===== src/rtl/spi_arbiter.sv =====
// Round-robin arbiter/sequencer sharing one spi_top engine among N_REQ requesters.
// Optional watchdog on the BUSY wait is enabled by defining SPI_ARB_TIMEOUT_EN.
module spi_arbiter #(
    parameter int N_REQ          = 4,
    parameter int DATA_W         = 32,
    parameter int CTRL_W         = 7,
    parameter int TIMEOUT_CYCLES = 1024
) (
    input  logic                    clk,
    input  logic                    reset,
    input  logic [N_REQ-1:0]        req_valid,
    input  logic [N_REQ*DATA_W-1:0] req_data,
    input  logic [N_REQ*CTRL_W-1:0] req_ctrl,
    output logic [N_REQ-1:0]        req_ready,
    output logic [N_REQ-1:0]        rsp_valid,
    output logic [DATA_W-1:0]       rsp_data,
    output logic                    rsp_err,
    output logic                    busy,
    output logic                    spi_start,
    output logic [DATA_W-1:0]       spi_input_data,
    output logic [CTRL_W-1:0]       spi_control,
    input  logic [DATA_W-1:0]       spi_output_data,
    input  logic [3:0]              spi_done
);

    localparam int IDX_W = $clog2(N_REQ);

    typedef enum logic [1:0] {
        IDLE  = 2'd0,
        BUSY  = 2'd1,
        DRAIN = 2'd2
    } state_t;

    state_t           state;
    logic [IDX_W-1:0] last_grant;
    logic [IDX_W-1:0] grant_idx;
    logic             grant_found;

    // Search starts one past the previous winner so every requester gets a turn.
    always_comb begin
        int cand;
        cand        = 0;
        grant_found = 1'b0;
        grant_idx   = last_grant;
        for (int off = 1; off <= N_REQ; off++) begin
            cand = (int'(last_grant) + off) % N_REQ;
            if (!grant_found && req_valid[cand[IDX_W-1:0]]) begin
                grant_found = 1'b1;
                grant_idx   = cand[IDX_W-1:0];
            end
        end
    end

`ifdef SPI_ARB_TIMEOUT_EN
    localparam int CNT_W = $clog2(TIMEOUT_CYCLES + 1);
    logic [CNT_W-1:0] timeout_cnt;
`else
    assign rsp_err = 1'b0;
`endif

    always_ff @(posedge clk or negedge reset) begin
        if (!reset) begin
            state          <= IDLE;
            last_grant     <= IDX_W'(N_REQ - 1);
            req_ready      <= '0;
            rsp_valid      <= '0;
            rsp_data       <= '0;
            busy           <= 1'b0;
            spi_start      <= 1'b0;
            spi_input_data <= '0;
            spi_control    <= '0;
`ifdef SPI_ARB_TIMEOUT_EN
            rsp_err        <= 1'b0;
            timeout_cnt    <= '0;
`endif
        end else begin
            req_ready <= '0;
            rsp_valid <= '0;
            case (state)
                IDLE: begin
                    if (grant_found) begin
                        spi_input_data       <= req_data[grant_idx*DATA_W +: DATA_W];
                        spi_control          <= req_ctrl[grant_idx*CTRL_W +: CTRL_W];
                        spi_start            <= 1'b1;
                        req_ready[grant_idx] <= 1'b1;
                        last_grant           <= grant_idx;
                        busy                 <= 1'b1;
                        state                <= BUSY;
`ifdef SPI_ARB_TIMEOUT_EN
                        timeout_cnt          <= '0;
`endif
                    end
                end
                BUSY: begin
                    // Done takes precedence over a timeout landing in the same cycle.
                    if (|spi_done) begin
                        spi_start             <= 1'b0;
                        rsp_data              <= spi_output_data;
                        rsp_valid[last_grant] <= 1'b1;
`ifdef SPI_ARB_TIMEOUT_EN
                        rsp_err               <= 1'b0;
`endif
                        state                 <= DRAIN;
                    end
`ifdef SPI_ARB_TIMEOUT_EN
                    else if (timeout_cnt == CNT_W'(TIMEOUT_CYCLES - 1)) begin
                        spi_start             <= 1'b0;
                        rsp_data              <= '0;
                        rsp_valid[last_grant] <= 1'b1;
                        rsp_err               <= 1'b1;
                        state                 <= DRAIN;
                    end else begin
                        timeout_cnt <= timeout_cnt + 1'b1;
                    end
`endif
                end
                DRAIN: begin
                    if (spi_done == 4'd0) begin
                        busy  <= 1'b0;
                        state <= IDLE;
                    end
                end
                default: begin
                    busy      <= 1'b0;
                    spi_start <= 1'b0;
                    state     <= IDLE;
                end
            endcase
        end
    end

endmodule


===== config.mk =====
export PLATFORM = sky130hd
export DESIGN_NAME = spi_arbiter
export DESIGN_NICKNAME = d
export VERILOG_FILES = /design/src/rtl/spi_arbiter.sv
export SDC_FILE = /design/constraint.sdc
export NUM_CORES = 1
export LEC_CHECK = 0
export ABC_CLOCK_PERIOD_IN_PS = 8700
export BUFFER_PORTS_ARGS = -buffer_cell sky130_fd_sc_hd__buf_2
export CORE_MARGIN = 2
export CORE_UTILIZATION = 50
export CTS_CLUSTER_SIZE = 8
export DETAILED_ROUTE_END_ITERATION = 8
export PLACE_DENSITY = 0.87
export SYNTH_ARGS = -nofsm -noshare
export SYNTH_HDL_FRONTEND = slang
export SYNTH_SLANG_ARGS = --single-unit
export TNS_END_PERCENT = 10

===== constraint.sdc =====
create_clock -name clk -period 8.7 [get_ports clk]
set_input_delay 1.305 -clock clk [delete_from_list [all_inputs] [get_ports clk]]
set_output_delay 1.305 -clock clk [all_outputs]
set_load 0.01 [all_outputs]

==> results of run 1 <==
==> stage by stage <==
stage | util (%) | setup slack, ns | total power, W
finish | 66.0 | 4.83 | 0.00254
global route | 66.0 | 4.56 | 0.00274
CTS | 66.0 | 4.81 | 0.00256
detailed placement | 64.2 | 4.41 | 0.00227
global placement | 64.2 | 4.50 | 0.00222
floorplan | - | 5.59 | 0.00185
==> per-layer routing <==
layer | up-vias | GRT usage (%) | wire [µm]
met3 | 24 | 5.74 | 1140
met1 | 2290 | 27.6 | 5740
met4 | 0 | 7.51 | 269
li1 | 2440 | - | -
met5 | - | 0 | 0
met2 | 222 | 41.8 | 7210
==> worst max-delay path, cell delays in order <==
cell and delay, ns:
buf_2 0.17, or4_1 0.57, or3b_4 0.25, buf_4 0.70
a21oi_1 0.18, o31ai_4 0.11, buf_4 0.57, o211ai_1 0.19
==> power breakdown <==
| part | leakage, nW | internal [W] | switching (W) |
|---|---|---|---|
| registers | 1.03 | 0.000598 | 0.000118 |
| logic | 2.56 | 0.000692 | 0.000844 |
| clock network | 0.0929 | 0.000136 | 0.000153 |
==> sequential cells by signal, summed over array words and instances, names as in the netlist <==
register        count
rsp_data           32
spi_input_data     32
spi_control         7
req_ready           4
rsp_valid           4
last_grant          2
state               2
busy                1
spi_start           1
==> layout make-up <==
| class | count | share of cell area (%) |
|---|---|---|
| inverter | 82 | 4.32 |
| multi-input combinational | 327 | 40.1 |
| timing repair buffer | 286 | 20.4 |
| tap | 140 | 2.46 |
| sequential | 85 | 29.9 |
| clock inverter | 7 | 1.11 |
| clock buffer | 9 | 1.74 |
==> path summary, 6_finish.rpt <==
check / cells past startpoint / to
min reg2reg: 2 / spi_input_data[29]
min: 2 / spi_input_data[29]
max: 8 / spi_control[4]
min in group asynchronous: 1 / rsp_data[27]
max reg2reg: 7 / spi_input_data[3]
max in group asynchronous: 2 / spi_input_data[30]
==> cells in the mapped netlist, types with 2 or more instances <==
library cell and number:
mux2i_1 42, o211ai_2 32, nor2_1 7, o21ai_0 2, buf_6 9, nand3b_1 3
or4_1 81, mux2_2 72, nand2_1 42, dfrtp_1 83, inv_1 81, nor3_1 2
ha_1 4, dfstp_2 2, and2_1 4, buf_4 2, buf_2 10, o211ai_1 8
nor2b_1 3, clkbuf_1 32, a21oi_1 4, o21ai_1 2, o21bai_1 2
==> cell families after synthesis <==
logic type	Yosys count
and+or+nand+nor	149
buffers and inverters	135
muxes	114
DFF	85
AOI/OAI and AO/OA	58
adders and majority gates	4
other	1
xor gates and xnor gates	1
==> results, run 1 <==
- The via density per instance is 5.32.
- At the worst endpoint, the required time is 8.90 ns.
- The slew of the pin with the lowest slew margin is roughly 1.0 ns.
- The kind of capture point of the worst setup path is a register.
- The worst setup slack for register-to-register paths is 5.57 ns.
- The area of the placeable core is 0.0108 mm².
- The number of clock sinks is 85.
- Tracing the worst setup path back leads to its startpoint at req_valid[0].
- The area growth from synthesis to layout is 29.1%.
- The post-synth design cell area is 0.00552 mm².
- The residual overflow from global routing is 0.
- The commonest non-fill, non-tap cell in the layout is buf_2.
- Clock latency on the worst-skew pair, taken at its later pin, is 0.35 ns.
- The flip-flop and latch count after synthesis is 85.
- The synthesized netlist devotes 10.6% of its cell area to compound gates.
- The antenna violation net count after detailed routing is 0.
- The final non-filler cell area is a little over 0.007 mm².
- The routed length per instance is 15.3 µm.
- The count of buffers from port buffering is 278.
- The portion of synthesized cell area occupied by the leading cell type is 37.6%.
- The total count of hold-check failures in the final report is 0.
- The maximum buffer depth of the clock tree is 2.
- In this run the most critical hold path is launched from spi_input_data[29].
- The adder and majority gate portion of the synthesized area is 0.907%.
- The net count after synthesis is 749.
- Summing all multi-input logic gate instances after layout gives 0.00286 mm².
- The startpoint identified for the worst register-to-register timing path is last_grant[0].
- The number of global-route vias before repair was 4,497.
- Setup violations remaining at the end of the flow were counted as 0.
- STA classifies the critical path startpoint as a primary input.
- For this design the top-level I/O count stands at 280.
- The flow ran to the end, and the final reports show no timing, DRC or antenna violations.
- The final hold slack is 0.488 ns.
- The synthesized instance count is 547.
- The routability congestion estimate is 0.826.
- By area the synthesized netlist is led by dfrtp_1 38%, mux2_2 15%, or4_1 11%, mux2i_1 7.6%, o211ai_2 7.3%.
- VDD sags by at most ~0.28 mV.
- The overall routed net length is 14,400 µm.
- Dividing the synthesized area by the synthesized cell count gives 10.1 µm².
- Across the run, the number of max-cap violations was 0.
- For this design the static power due to leakage is roughly 3.7 nW.
- CTS placed an instance of clkbuf_8 at the clock tree root.
- In this run the worst path has a maximum fanout of 122.
- The number of pins exceeding their max-slew limit in the final report came to 0.
- The count of fill cells added during filler insertion is just over 900.
- The share of cell area taken by muxes after synthesis is 22.3%.
- The portion of the post-synthesis area used by sequential elements is about 39%.
- The first global-routing pass estimated 21,800 µm of wire.
- The register clock-pin slew on the reported worst setup and hold paths is ~0.090 ns.
- After synthesis, the largest family of logic cells by area is multiplexers.
- The worst path arrival time is 4.07 ns.
- In the final design database the tool counted 993 nets.
- The path class of the tightest hold or removal check is reg2reg.
- Detailed placement finished with a half-perimeter wire length of 10,500 µm.
- Summing all flip-flop and latch instances after layout gives 0.00213 mm².
- The category of the critical setup timing path is in2reg.
- The floorplan step set the die height to 109 µm.
- The starting utilization of the core area is 51.1%.
- The power density over cell area is 357 mW/mm².
- The worst-case headroom to the max-slew limit is 30.2%.
- The post-cts hold buffer count is 0.
- Based on the critical path, the design can be clocked at up to 259 MHz.
- Entering global routing, the biggest net connects roughly 120 pins.
- The XOR/XNOR share of the synthesized area is less than 1%.
- The clock skew after layout is 0.0127 ns.
- The placed cell area is 0.00692 mm².
- The initial DRC count is 231.
- The post-cts sizing count is 0.
- Once layout is complete, the cells apart from fillers number 936.
- The floorplan step defined a die boundary enclosing 0.0119 mm².
- Once placement completed, the tool counted placed cells totaling 920.
- The clock tree from TritonCTS is built.
- The netlist uses 41 different library cells.
- The total number of yosys warnings is 0.
- The synthesized design contains 0 enable-type register cells.
- The overall track demand over capacity in global routing is approximately a quarter.
- The pre-antenna-repair detailed-routing pass consisted of 4 iterations.
- The post-route minimum period is 3.87 ns.
- The dominant synthesized flop cell is dfrtp_1.
- Of the cells placed in the final design, the portion with a size suffix greater than 1 is 52.1%.
- Buffers added to address setup during post-CTS repair amount to 0.
- Summed over all failing endpoints, the final setup total negative slack is 0 ns.
- Of the total synthesized cell area, the portion taken by AND, OR, NAND and NOR gates is between 15 and 20%.
- The TritonCTS buffer count is 9.
- Measured along the x axis, the die boundary spans about 110 µm.
- After synthesis, the share of flip-flops with an asynchronous set or reset is 100%.
- The synthesized design spends more area on one cell type than any other, namely dfrtp_1.
- The antenna diode instance count is 0.
- The routed via count is around 5,000.
- The floorplan has 38 rows.
- The H-tree was split into 3 levels.
- Setup repair after global routing left no endpoint under its margin.
- The number of antenna violations at the first check in global routing came to 0.
- Leaving out fill and tap cells, the most frequent cells in the layout are 277 x buf_2, 83 x dfrtp_1, 81 x inv_1, 81 x or4_1, 72 x mux2_2.
- The final critical-path share of the clock period is 44.5%.
- The number of remaining DRC errors is 0.
Power figures use the tool's default switching activity.
==> run 2: changes to the inputs <==
- ABC_AREA: default -> 1
- ABC_CLOCK_PERIOD_IN_PS: 8700 -> 3130
- CORE_UTILIZATION: 50 -> 41
- PLACE_DENSITY: 0.87 -> 0.78
- clock period: 8.7 -> 3.13 ns (I/O delays scaled with it)
==> run 2 against run 1 <==
  * Flip-flop and latch count unchanged
  * Die area increased by 9.4%
  * Area after synthesis is 10% lower
  * Worst setup slack worse by 4.4 ns
  * Largest cell class unchanged
==> results, run 2 <==
- The flow ran to the end, and the final reports show no timing, DRC or antenna violations.
- The achievable frequency is 370 MHz.
- The final hold slack was 0.340 ns (-0.147 ns).
- The largest registers in the layout are rsp_data: 32 flops, spi_input_data: 32 flops, spi_control: 7 flops.
- The clock skew after layout is 0.00753 ns (-0.00513 ns).
- The routability congestion estimate is 0.836 (+1.2%).
- The post-CTS setup buffer count came to 0 (unchanged).
- The share of the core filled with cells is 56.5% (-9.5 points).
- The number of failing setup endpoints in the final timing report came to 0 (unchanged).
- The synthesized design spends more area on one cell type than any other, namely dfrtp_1.
- The area growth from synthesis to layout is 35.4%.
- The post-synth design cell area was 0.00497 mm² (-10%).
- The post-route minimum period is 2.70 ns.
- The share of synthesized flip-flops with an asynchronous set or reset is 100% (unchanged).
- The area of the die is 0.0130 mm² (+9.4%).
- The max-cap violation count was 0 (unchanged).
- Clock tree synthesis selected as its root buffer the cell clkbuf_16.
- The mean instance size in the synthesized netlist is 7.58 µm² (-25%).
- The highest fanout seen on the critical path was 22 (-82%).
- The power density over cell area is 1300 mW/mm² (+270%).
- The TritonCTS buffer count is 9 (unchanged).
- The kind of capture point of the worst setup path is a register.
- The overall routed net length is 15,300 µm (+6.4%).
- The worst-case headroom to the max-slew limit is 29.0% (-1.2 points).
- The portion of the post-synthesis area used by sequential elements is 42.8% (+4.3 points).
- The category of the critical setup timing path is reg2reg.
- The largest net degree at the start of global routing is 86 (-30%).
- Setup repair after global routing left no endpoint under its margin.
- The starting utilization of the core area is 41.7% (-9.4 points).
- The total count of hold-check failures in the final report was 0 (unchanged).
- The total number of yosys warnings was 0 (unchanged).
- The worst setup path is launched from a register.
- The share of post-route cells with drive strength above 1 is 39.7% (-12 points).
- The latest clock arrival within the worst-skew pair came to 0.34 ns (about the same).
- The number of remaining DRC errors is 0 (unchanged).
- nand2_1 is the most common cell in the netlist.
- The H-tree depth is 3 (unchanged).
- The flip-flop and latch count after synthesis came to 85 (unchanged).
- Yosys attributes the largest share of cell area to dfrtp_1 42%, nand2_1 20%, nand3_1 17%, mux2_2 7.2%, buf_2 3.1%.
- The number of enable-type register cells in the synthesized netlist is 0 (unchanged).
- The synthesized instance count is 656 (+20%).
- For this run, the leading register cell type out of synthesis is dfrtp_1.
- The initial DRC count is 297 (+29%).
- The via density per instance is 5.07 (-4.6%).
- The number of cell rows is 40 (+5.3%).
- The portion of synthesized cell area occupied by the leading cell type came to 41.8% (+4.2 points).
- The first-pass GRT wire length came to 24,200 µm (+11%).
- The antenna diode instance count was 0 (unchanged).
- The net count after synthesis is 858 (+15%).
- In the finished design, the share of the clock period the worst path needs comes to 86.4%.
- In the layout the commonest cells are 277 x buf_2, 269 x nand2_1, 167 x nand3_1.
- The worst setup slack for register-to-register paths came to 0.43 ns (-5.14 ns).
- The number of pins exceeding their max-slew limit in the final report was 0 (unchanged).
- The number of I/O pins is 280 (unchanged).
- The instance count after placement with tap cells included came to 1,050 (+14%).
- The number of iterations in the first detailed-routing pass is 5 (+1).
- TritonCTS built the clock tree.
- The worst path arrival time was 2.93 ns (-1.14 ns).
- The post-cts hold buffer count is 0 (unchanged).
- The antenna violation net count after detailed routing is 0 (unchanged).
- The count of non-filler cells in the finished layout is 1,066 (+14%).
- The peak supply drop is 0.550 mV (+98%).
- The residual overflow from global routing was 0 (unchanged).
- The area of the placeable core is 0.0119 mm² (+10%).
- The number of global-route vias before repair is 5,103 (+13%).
- The total leakage power is 3.83 nW (+4.0%).
- The register clock-pin slew on the reported worst setup and hold paths came to 0.07 ns (-0.02 ns).
- Leaving out fill and tap cells, the most frequent cell in the layout is buf_2.
- The commonest cells after synthesis are 270 x nand2_1, 167 x nand3_1, 83 x dfrtp_1.
- The routed length per instance is 14.3 µm (-6.6%).
- The type of the most critical hold path is in2async.
- The post-cts sizing count is 0 (unchanged).
- The estimated wirelength of the detail-placed design is 11,200 µm (+6.5%).
- The number of antenna violations at the first check in global routing was 0 (unchanged).
- The sum of negative setup slack is 0 ns (unchanged).
- The die width came to 114 µm (+4.6%).
- The die boundary height came to 114 µm (+4.6%).
- The overall track demand over capacity in global routing is 23.3% (-0.16 points).
- The final net count is 1,116 (+12%).
- The routed via count was 5,405 (+8.6%).
- The count of cell types in the netlist was 26 (-37%).
- The critical path data required time is 3.35 ns (-5.55 ns).
- The maximum buffer depth of the clock tree is 2 (unchanged).
- The slew of the pin with the lowest slew margin came to 1.06 ns (+0.0178 ns).
- The count of buffers from port buffering was 278 (unchanged).
- The number of clock sinks is 85 (unchanged).
==> run 2: cell count changes after synthesis, sizes merged, moves of 40 or more <==
| cell | previous run | this run |
|---|---|---|
| nand2 | 42 | 283 |
| o211ai | 40 | 0 |
| mux2 | 72 | 32 |
| or4 | 81 | 0 |
| mux2i | 42 | 0 |
| inv | 82 | 15 |
| nand3 | 1 | 169 |
==> run 2: final timing paths <==
kind | start | end | cells after the start
worst min register to register | busy | busy | 2
worst max-delay path | last_grant[0] | spi_input_data[25] | 12
worst min-delay path | reset | rsp_data[30] | 1
max in group asynchronous | reset | spi_input_data[27] | 1
worst max register to register | last_grant[0] | spi_input_data[25] | 12
min in group clk | spi_output_data[22] | rsp_data[22] | 2
==> run 2: cells by family after synthesis <==
family                   synth area share (%)
AO/OA/AOI/OAI                           0.403
multiplexers                             7.25
flip-flops                               42.8
other                                  0.0754
adder cells (fa/ha/maj)                  1.01
AND/OR/NAND/NOR                          41.3
buffers and inverters                    7.12
==> run 2: routing by layer <==
metal | track usage, % | up-vias | routed length [µm] | share of wire [%]
met4 | 10.9 | 0 | 585 | 3.8
met5 | 0 | - | 0 | 0
li1 | - | 2655 | - | -
met2 | 39.8 | 258 | 7330 | 48
met1 | 28.1 | 2451 | 6120 | 40
met3 | 5.03 | 41 | 1250 | 8.2
==> run 2: worst max-delay path: stages (launching register included) <==
cell and delay [ns]:
dfstp_2 0.72, inv_6 0.10, ha_1 0.39, inv_1 0.11, nand3_1 0.09, nand2_1 0.06, nor2_2 0.15, nand3_2 0.35
buf_12 0.31, nand3_1 0.09, nand2_1 0.06, nand2_1 0.06, nand3_1 0.07
==> run 2: area by class of cell <==
class	instances	area [µm²]
fillers	1115	5180
multi-input cells	510	2490
flip-flops and latches	85	2130
repair buffers	293	1530
clock buffers	9	225
well taps	147	184
clock inverters	7	105
inverters	15	63.8
==> run 2: through the flow <==
step | setup slack (ns) | power [W] | cell area [µm²]
2_1_floorplan | 0.933 | 0.00616 | 4970
3_3_place_gp | 0.551 | 0.00753 | 6400
3_5_place_dp | 0.440 | 0.00763 | 6400
4_1_cts | 0.447 | 0.00884 | 6730
5_1_grt | 0.223 | 0.00961 | 6730
6_report | 0.426 | 0.00876 | 6730
==> run 2: where the power goes <==
group	internal, W	total (W)	switching (W)
Sequential	0.00168	0.00195	0.000272
Combinational	0.00207	0.00563	0.00356
Clock	0.000712	0.00118	0.000468
